[src/rtl/round_timer_ctrl.sv]
// Round countdown controller: gates the ms tick generator while a round is
// running, folds ms ticks into whole seconds and pulses timeout at zero.
module round_timer_ctrl #(
  parameter int MS_PER_SEC = 1000,
  parameter int SEC_W      = 8
) (
  input  logic             clk,
  input  logic             rst,
  input  logic             start,
  input  logic             pause,
  input  logic             resume,
  input  logic             abort,
  input  logic [SEC_W-1:0] load_secs,
  input  logic             ms_tick,
  output logic             tick_en,
  output logic             tick_clr,
  output logic [SEC_W-1:0] secs_left,
  output logic             timeout,
  output logic             busy,
  output logic             paused
);

  localparam int MS_W = (MS_PER_SEC > 1) ? $clog2(MS_PER_SEC) : 1;
  localparam logic [MS_W-1:0]  MS_LAST = MS_W'(MS_PER_SEC - 1);
  localparam logic [MS_W-1:0]  MS_ONE  = MS_W'(1);
  localparam logic [SEC_W-1:0] SEC_ONE = SEC_W'(1);

  typedef enum logic [1:0] {
    S_IDLE,
    S_RUN,
    S_PAUSED,
    S_DONE
  } state_t;

  state_t           state_q, state_d;
  logic [SEC_W-1:0] secs_q, secs_d;
  logic [MS_W-1:0]  ms_cnt_q, ms_cnt_d;
  logic             tick_en_q, tick_en_d;
  logic             tick_clr_q, tick_clr_d;
  logic             timeout_q, timeout_d;
  logic             busy_q, busy_d;
  logic             paused_q, paused_d;

  // Seconds decrement that saturates at zero instead of wrapping.
  function automatic logic [SEC_W-1:0] sat_dec(input logic [SEC_W-1:0] v);
    return (v == '0) ? '0 : (v - SEC_ONE);
  endfunction

  // Next-state and next-output decode in command priority order.
  always_comb begin
    state_d    = state_q;
    secs_d     = secs_q;
    ms_cnt_d   = ms_cnt_q;
    tick_clr_d = 1'b0;
    timeout_d  = 1'b0;

    if (abort) begin
      state_d  = S_IDLE;
      secs_d   = '0;
      ms_cnt_d = '0;
    end else if (start && (state_q == S_IDLE || state_q == S_DONE)) begin
      ms_cnt_d = '0;
      if (load_secs != '0) begin
        state_d    = S_RUN;
        secs_d     = load_secs;
        tick_clr_d = 1'b1;
      end else begin
        state_d   = S_DONE;
        secs_d    = '0;
        timeout_d = 1'b1;
      end
    end else begin
      case (state_q)
        S_RUN: begin
          // A tick arriving with pause is still counted; expiry beats pause.
          if (ms_tick) begin
            if (ms_cnt_q != MS_LAST) begin
              ms_cnt_d = ms_cnt_q + MS_ONE;
            end else begin
              ms_cnt_d = '0;
              secs_d   = sat_dec(secs_q);
              if (secs_q == SEC_ONE) begin
                state_d   = S_DONE;
                timeout_d = 1'b1;
              end
            end
          end
          if (pause && state_d == S_RUN) begin
            state_d = S_PAUSED;
          end
        end
        S_PAUSED: begin
          if (resume) begin
            state_d = S_RUN;
          end
        end
        default: begin
          state_d = state_q;
        end
      endcase
    end

    tick_en_d = (state_d == S_RUN);
    busy_d    = (state_d == S_RUN) || (state_d == S_PAUSED);
    paused_d  = (state_d == S_PAUSED);
  end

  // State, counters and registered outputs.
  always_ff @(posedge clk) begin
    if (rst) begin
      state_q    <= S_IDLE;
      secs_q     <= '0;
      ms_cnt_q   <= '0;
      tick_en_q  <= 1'b0;
      tick_clr_q <= 1'b0;
      timeout_q  <= 1'b0;
      busy_q     <= 1'b0;
      paused_q   <= 1'b0;
    end else begin
      state_q    <= state_d;
      secs_q     <= secs_d;
      ms_cnt_q   <= ms_cnt_d;
      tick_en_q  <= tick_en_d;
      tick_clr_q <= tick_clr_d;
      timeout_q  <= timeout_d;
      busy_q     <= busy_d;
      paused_q   <= paused_d;
    end
  end

  assign tick_en   = tick_en_q;
  assign tick_clr  = tick_clr_q;
  assign secs_left = secs_q;
  assign timeout   = timeout_q;
  assign busy      = busy_q;
  assign paused    = paused_q;

endmodule

[config.mk]
export PLATFORM = sky130hd
export DESIGN_NAME = round_timer_ctrl
export DESIGN_NICKNAME = d
export VERILOG_FILES = /design/src/rtl/round_timer_ctrl.sv
export SDC_FILE = /design/constraint.sdc
export NUM_CORES = 1
export LEC_CHECK = 0
export CAP_MARGIN = 20
export CORE_ASPECT_RATIO = 1.75
export CORE_MARGIN = 8
export CORE_UTILIZATION = 40
export CTS_CLUSTER_SIZE = 24
export DETAILED_ROUTE_END_ITERATION = 10
export SLEW_MARGIN = 30
export SYNTH_ARGS = -nofsm -noshare
export SYNTH_HDL_FRONTEND = slang
export SYNTH_SLANG_ARGS = --single-unit
[constraint.sdc]
create_clock -name clk -period 6.85 [get_ports clk]
set_clock_uncertainty 0.15 [all_clocks]
set_input_delay 0.685 -clock clk [delete_from_list [all_inputs] [get_ports clk]]
set_output_delay 0.685 -clock clk [all_outputs]
set_load 0.02 [all_outputs]
After elaboration in Yosys (flattened, before gate mapping)
Cells that the tools add are included.

cells by class
  add/sub/neg operators = 2
  multiply operators = 0
  div/mod/pow operators = 0
  order comparisons = 0
  eq/ne operators = 9
  shift-type cells = 0
  multiplexer cells = 26
  bitwise logic cells = 1
  reductions and logical operators = 14

operators by type and width
  kind                                                 number
  two-way mux 8 bit                                    6
  two-way mux 2 bit                                    11
  adder 10 x 1 -> 10 bit, second input constant        1
  two-way mux 10 bit                                   1
  != test 10 bit, second input constant                1
  equality test 8 x 1 -> 1 bit, second input constant  1
  logical NOT 8 bit                                    1
  nonzero test 8 bit                                   1
  subtractor 8 x 1 -> 8 bit, second input constant     1
  two-way mux 1 bit                                    7
  equality test 2 x 1 -> 1 bit, second input constant  3
  equality test 2 bit, second input constant           3
  OR reduction 3 bit                                   2
  one-hot mux 2 bit (2 select lines)                   1
  nonzero test 2 bit                                   2
  AND reduction 3 bit                                  1
  logical AND 1 bit                                    2
  logical NOT 2 bit                                    1
  logical OR 1 bit                                     2
  != test 2 bit, second input constant                 1
  AND reduction 2 bit                                  1
  OR reduction 2 bit                                   1
  inverter 1 bit                                       1

word-level totals
  register bits = 25
  bits in latches = 0
  RAM bits = 0
  bits in read-only memories = 0
  logic and storage cells = 60
  memories kept = 0

Logic depth before layout (Yosys ltp)
  word-level depth = 15
  mapped depth = 10

Least setup slack after synthesis
OpenSTA, ideal clock, no wires.

  path type = input to register
  from = in ms_tick
  to = reg busy_q (netlist: busy)
  library setup time = 0.064 ns
  arrival time = 2.078 ns
  data required time = 6.636 ns
  setup slack = 4.559 ns
  stages on the path = 8
  path buffers = 2
  cells stage by stage = and3_1 buf_2 and3_1 buf_2 a2111oi_4 or3_1 ha_1 nor2_1

between the ends
  cells in the longest elaborated chain, start to end = 12
  elaborated cells between the ends (all ways) = 13

ends and longest elaborated chain
  item                                                                 line  RTL
  start, declared                                                      14    input logic ms_tick,
  two-way mux 2 bit (*)                                                76    if (ms_tick) begin
  two-way mux 2 bit (*)                                                73    case (state_q)
  two-way mux 2 bit (*)                                                61    end else if (start && (state_q == S_IDLE || state_q == S_DONE)) begin
  two-way mux 2 bit (*)                                                57    if (abort) begin
  equality test 2 x 1 -> 1 bit                                         88    if (pause && state_d == S_RUN) begin
  logical AND 1 bit                                                    88
  two-way mux 2 bit (*)                                                88
  one-hot mux 2 bit (2 select lines) (*)                               73
  two-way mux 2 bit (*)                                                61
  two-way mux 2 bit (*)                                                57
  equality test 2 x 1 -> 1 bit or equality test 2 bit (tied branches)  104   busy_d = (state_d == S_RUN) || (state_d == S_PAUSED);
  logical OR 1 bit (*)                                                 104
  end signal, assigned                                                 126   busy_q <= busy_d;
  end, declared                                                        41    logic busy_q, busy_d;

Every way passes the cells marked *; elsewhere a longest branch is shown, timed or not. The select of a mux whose other input is x is not followed.
A chain may end at the register's enable or synchronous reset.

Worst setup path in the final report
Same ends and word-level chain as after synthesis.

==> metrics.txt <==
post-synth cell types=44; EDFF count, synth=0; Clock Pin Slew Worst Setup and Hold Paths=0.09 ns; Post-DP Area=0.00171 sq mm; Root Buffer=clkbuf_8; Hold Path Sink=ms_cnt_q[1]; Hold Path Depth=2; syn nets=184; Ys Warns=0; Reg2Reg Capture Point=busy; Die X-Extent=60.7 microns; post-cts sizing count=0; Post-Syn Area=0.00140 sq mm; CTS tree=built; Final Wtd Congestion=0.854; vias per cell=5.60; P per Cell Area=164 mW/mm^2; critical path peak fanout=9; slowest stage delay, CP=0.52 ns; P&R area growth vs syn=25.7%; CTS buffer count=3; most used cell, CP=and3_1; Clock Latency Late Sink=0.27 ns; clk buf depth=2; ys async rst share=0%; Final Hold Fails=0; period utilization=40.7%; first-pass GRT wire length=6400 microns; Pre-antenna DRT Iters=4; Avg Inst Size Synth=8.69 sq um; Critical Path Sink Type=flop; Rel. slew slack=69.9%; CP max-delay cell=clkdlybuf4s50_1; CP Data Required Time=6.91 ns; Yosys top cell area share=35.8%; CP Launch Type=input port; CP arrival=2.85 ns; FMAX=0.359 GHz; largest net degree at the start of global routing=15; RSZ-0062 raised after global routing=false; #FFs+latches synth=25; Reg-to-Reg Start=state_q[1]; cells along the critical path=clkdlybuf4s50_1, and3_1, and3_1, a2111oi_4, or3_1, ha_1, nor2_1; Mapped Cells=161; post-layout minimum cycle time=2.79 ns; Routed WL per cell=15.9 microns; design area=0.00176 sq mm; core footprint=0.00336 sq mm; hold buffers post-CTS=0; worst-margin pin slew=0.450 ns; Initial Util=41.6%; Max H-tree Level=1; Detailed Place HPWL=2940 microns; full die area=0.00572 sq mm; critical path class=input port to flop; max-cap check violation count=0; Max Slew Vio Count=0; share of post-route cells with drive strength above 1=7.94%; final wirelength=3720 microns; cells on worst reg2reg path=8; Leakage=0.000598 uW; outcome=completed; Min Hold Slack=0.339 ns; Seq/Total Area, Yosys=35.8%; via count=1310; Worst Setup SP=ms_tick; beginning of the worst hold path=ms_cnt_q[1]; initial antenna violation count=0; Pwr Total=288 uW; Worst Hold Class=flop to flop; Synth Flop Type=dfxtp_1; All-Layer GR Usage=14.3%; Setup TNS=0 ns; synth top area cells=dfxtp_1, ha_1, nor2_1; die height=94.2 microns; Final ANT Viol Nets=0; # clock sinks=25; total gr overflow=0; setup bufs post-CTS=0; layout net count=213; final setup violation count=0; number of global-route vias before repair=1389; Site Rows=28; Ant. Diodes=0; Residual DRC=0; DRT iter0 DRCs=63; boundary pin count=28; Reg2Reg Setup Slack=4.25 ns; peak supply drop=0.0843 mV; port buffer count=27; cell taking the most area after synthesis=dfxtp_1
-- cell type report --
| cell class | instances | area (sq um) |
|---|---|---|
| fillers | 355 | 1610 |
| multi-input cells | 126 | 858 |
| flip-flops and latches | 25 | 500 |
| repair buffers | 27 | 270 |
| well taps | 45 | 56.3 |
| clock buffers | 3 | 41.3 |
| inverters | 7 | 26.3 |
| clock inverters | 1 | 5.00 |
-- worst max-delay path by stage --
stage / to / cells after the start / slack [ns]
6_report: busy / 7 / 4.06
5_1_grt: busy / 7 / 3.96
4_1_cts: busy / 7 / 4.06
3_5_place_dp: busy / 7 / 3.80
3_3_place_gp: busy / 7 / 3.86
2_1_floorplan: busy / 8 / 4.56
-- logic make-up after synthesis --
family          after synthesis  synth area share (%)
compound gates               30                  17.1
xor+xnor                      9                  5.64
fa+ha+maj                     8                  7.16
buf+inv                      10                  2.86
flops                        25                  35.8
mux                           2                  1.52
simple gates                 77                  30.0
-- worst max-delay path: cells and delay by family --
family	cells	cell delay [ns]
buf+inv	1	0.52
simple gates	4	1.20
fa+ha+maj	1	0.29
compound gates	1	0.14
-- cell usage in the layout, fill, tap and decap left out, types with 2 or more instances in the layout --
cell type,instances
a21oi_1,5
a31oi_1,4
a32oi_1,2
and3_1,2
and4_1,2
clkbuf_8,3
clkdlybuf4s50_1,27
dfxtp_1,25
ha_1,8
inv_1,7
nand2_1,17
nand3_1,8
nand3b_1,2
nand4_1,6
nor2_1,19
nor2b_1,3
nor3_1,5
o211ai_1,4
o21a_1,2
o21ai_0,3
o311ai_1,2
or2_2,2
or4_1,2
xnor2_1,6
xor2_1,3
-- flip-flops by register name (all words and copies together), names as in the netlist --
register and count:
state_q 2, ms_cnt_q 10, busy 1, tick_clr 1, paused 1, tick_en 1
timeout 1, secs_left 8
-- report_power, final --
part	total, uW	switching (uW)	internal, uW
Sequential	152	3.39	148
Clock	90.5	49.7	40.8
Combinational	45.5	24.3	21.2
Total	288	77.4	210
-- synthesized netlist by cell type, types with 2 or more instances --
master     n
buf_2      2
xnor2_1    6
nor2b_1    3
a21oi_1    5
o21a_1     2
inv_1      7
o211ai_1   4
a31oi_1    4
xor2_1     3
nand2_1   17
a32oi_1    2
nor3_1     5
nor2_1    19
ha_1       8
nand4_1    6
or4_1      2
o21ai_0    3
nand3b_1   2
o311ai_1   2
or2_2      2
and3_1     2
nand3_1    8
and4_1     2
dfxtp_1   25
-- per-stage QoR --
stage / utilization [%] / cells / setup slack [ns]
floorplan: - / 161 / 4.56
global placement: 50.9 / 230 / 3.86
detailed placement: 50.9 / 230 / 3.80
CTS: 52.3 / 234 / 4.06
global route: 52.3 / 234 / 3.96
finish: 52.3 / 234 / 4.06
-- layer usage --
metal | part of all wire [%] | wire length (microns) | track usage [%]
met1 | 39 | 1440 | 14.5
met2 | 53 | 1970 | 25.4
met3 | 5.4 | 200 | 3.98
met4 | 3.0 | 110 | 6.85
met5 | 0 | 0 | 0
No activity file was read; power rests on OpenSTA's default activity.
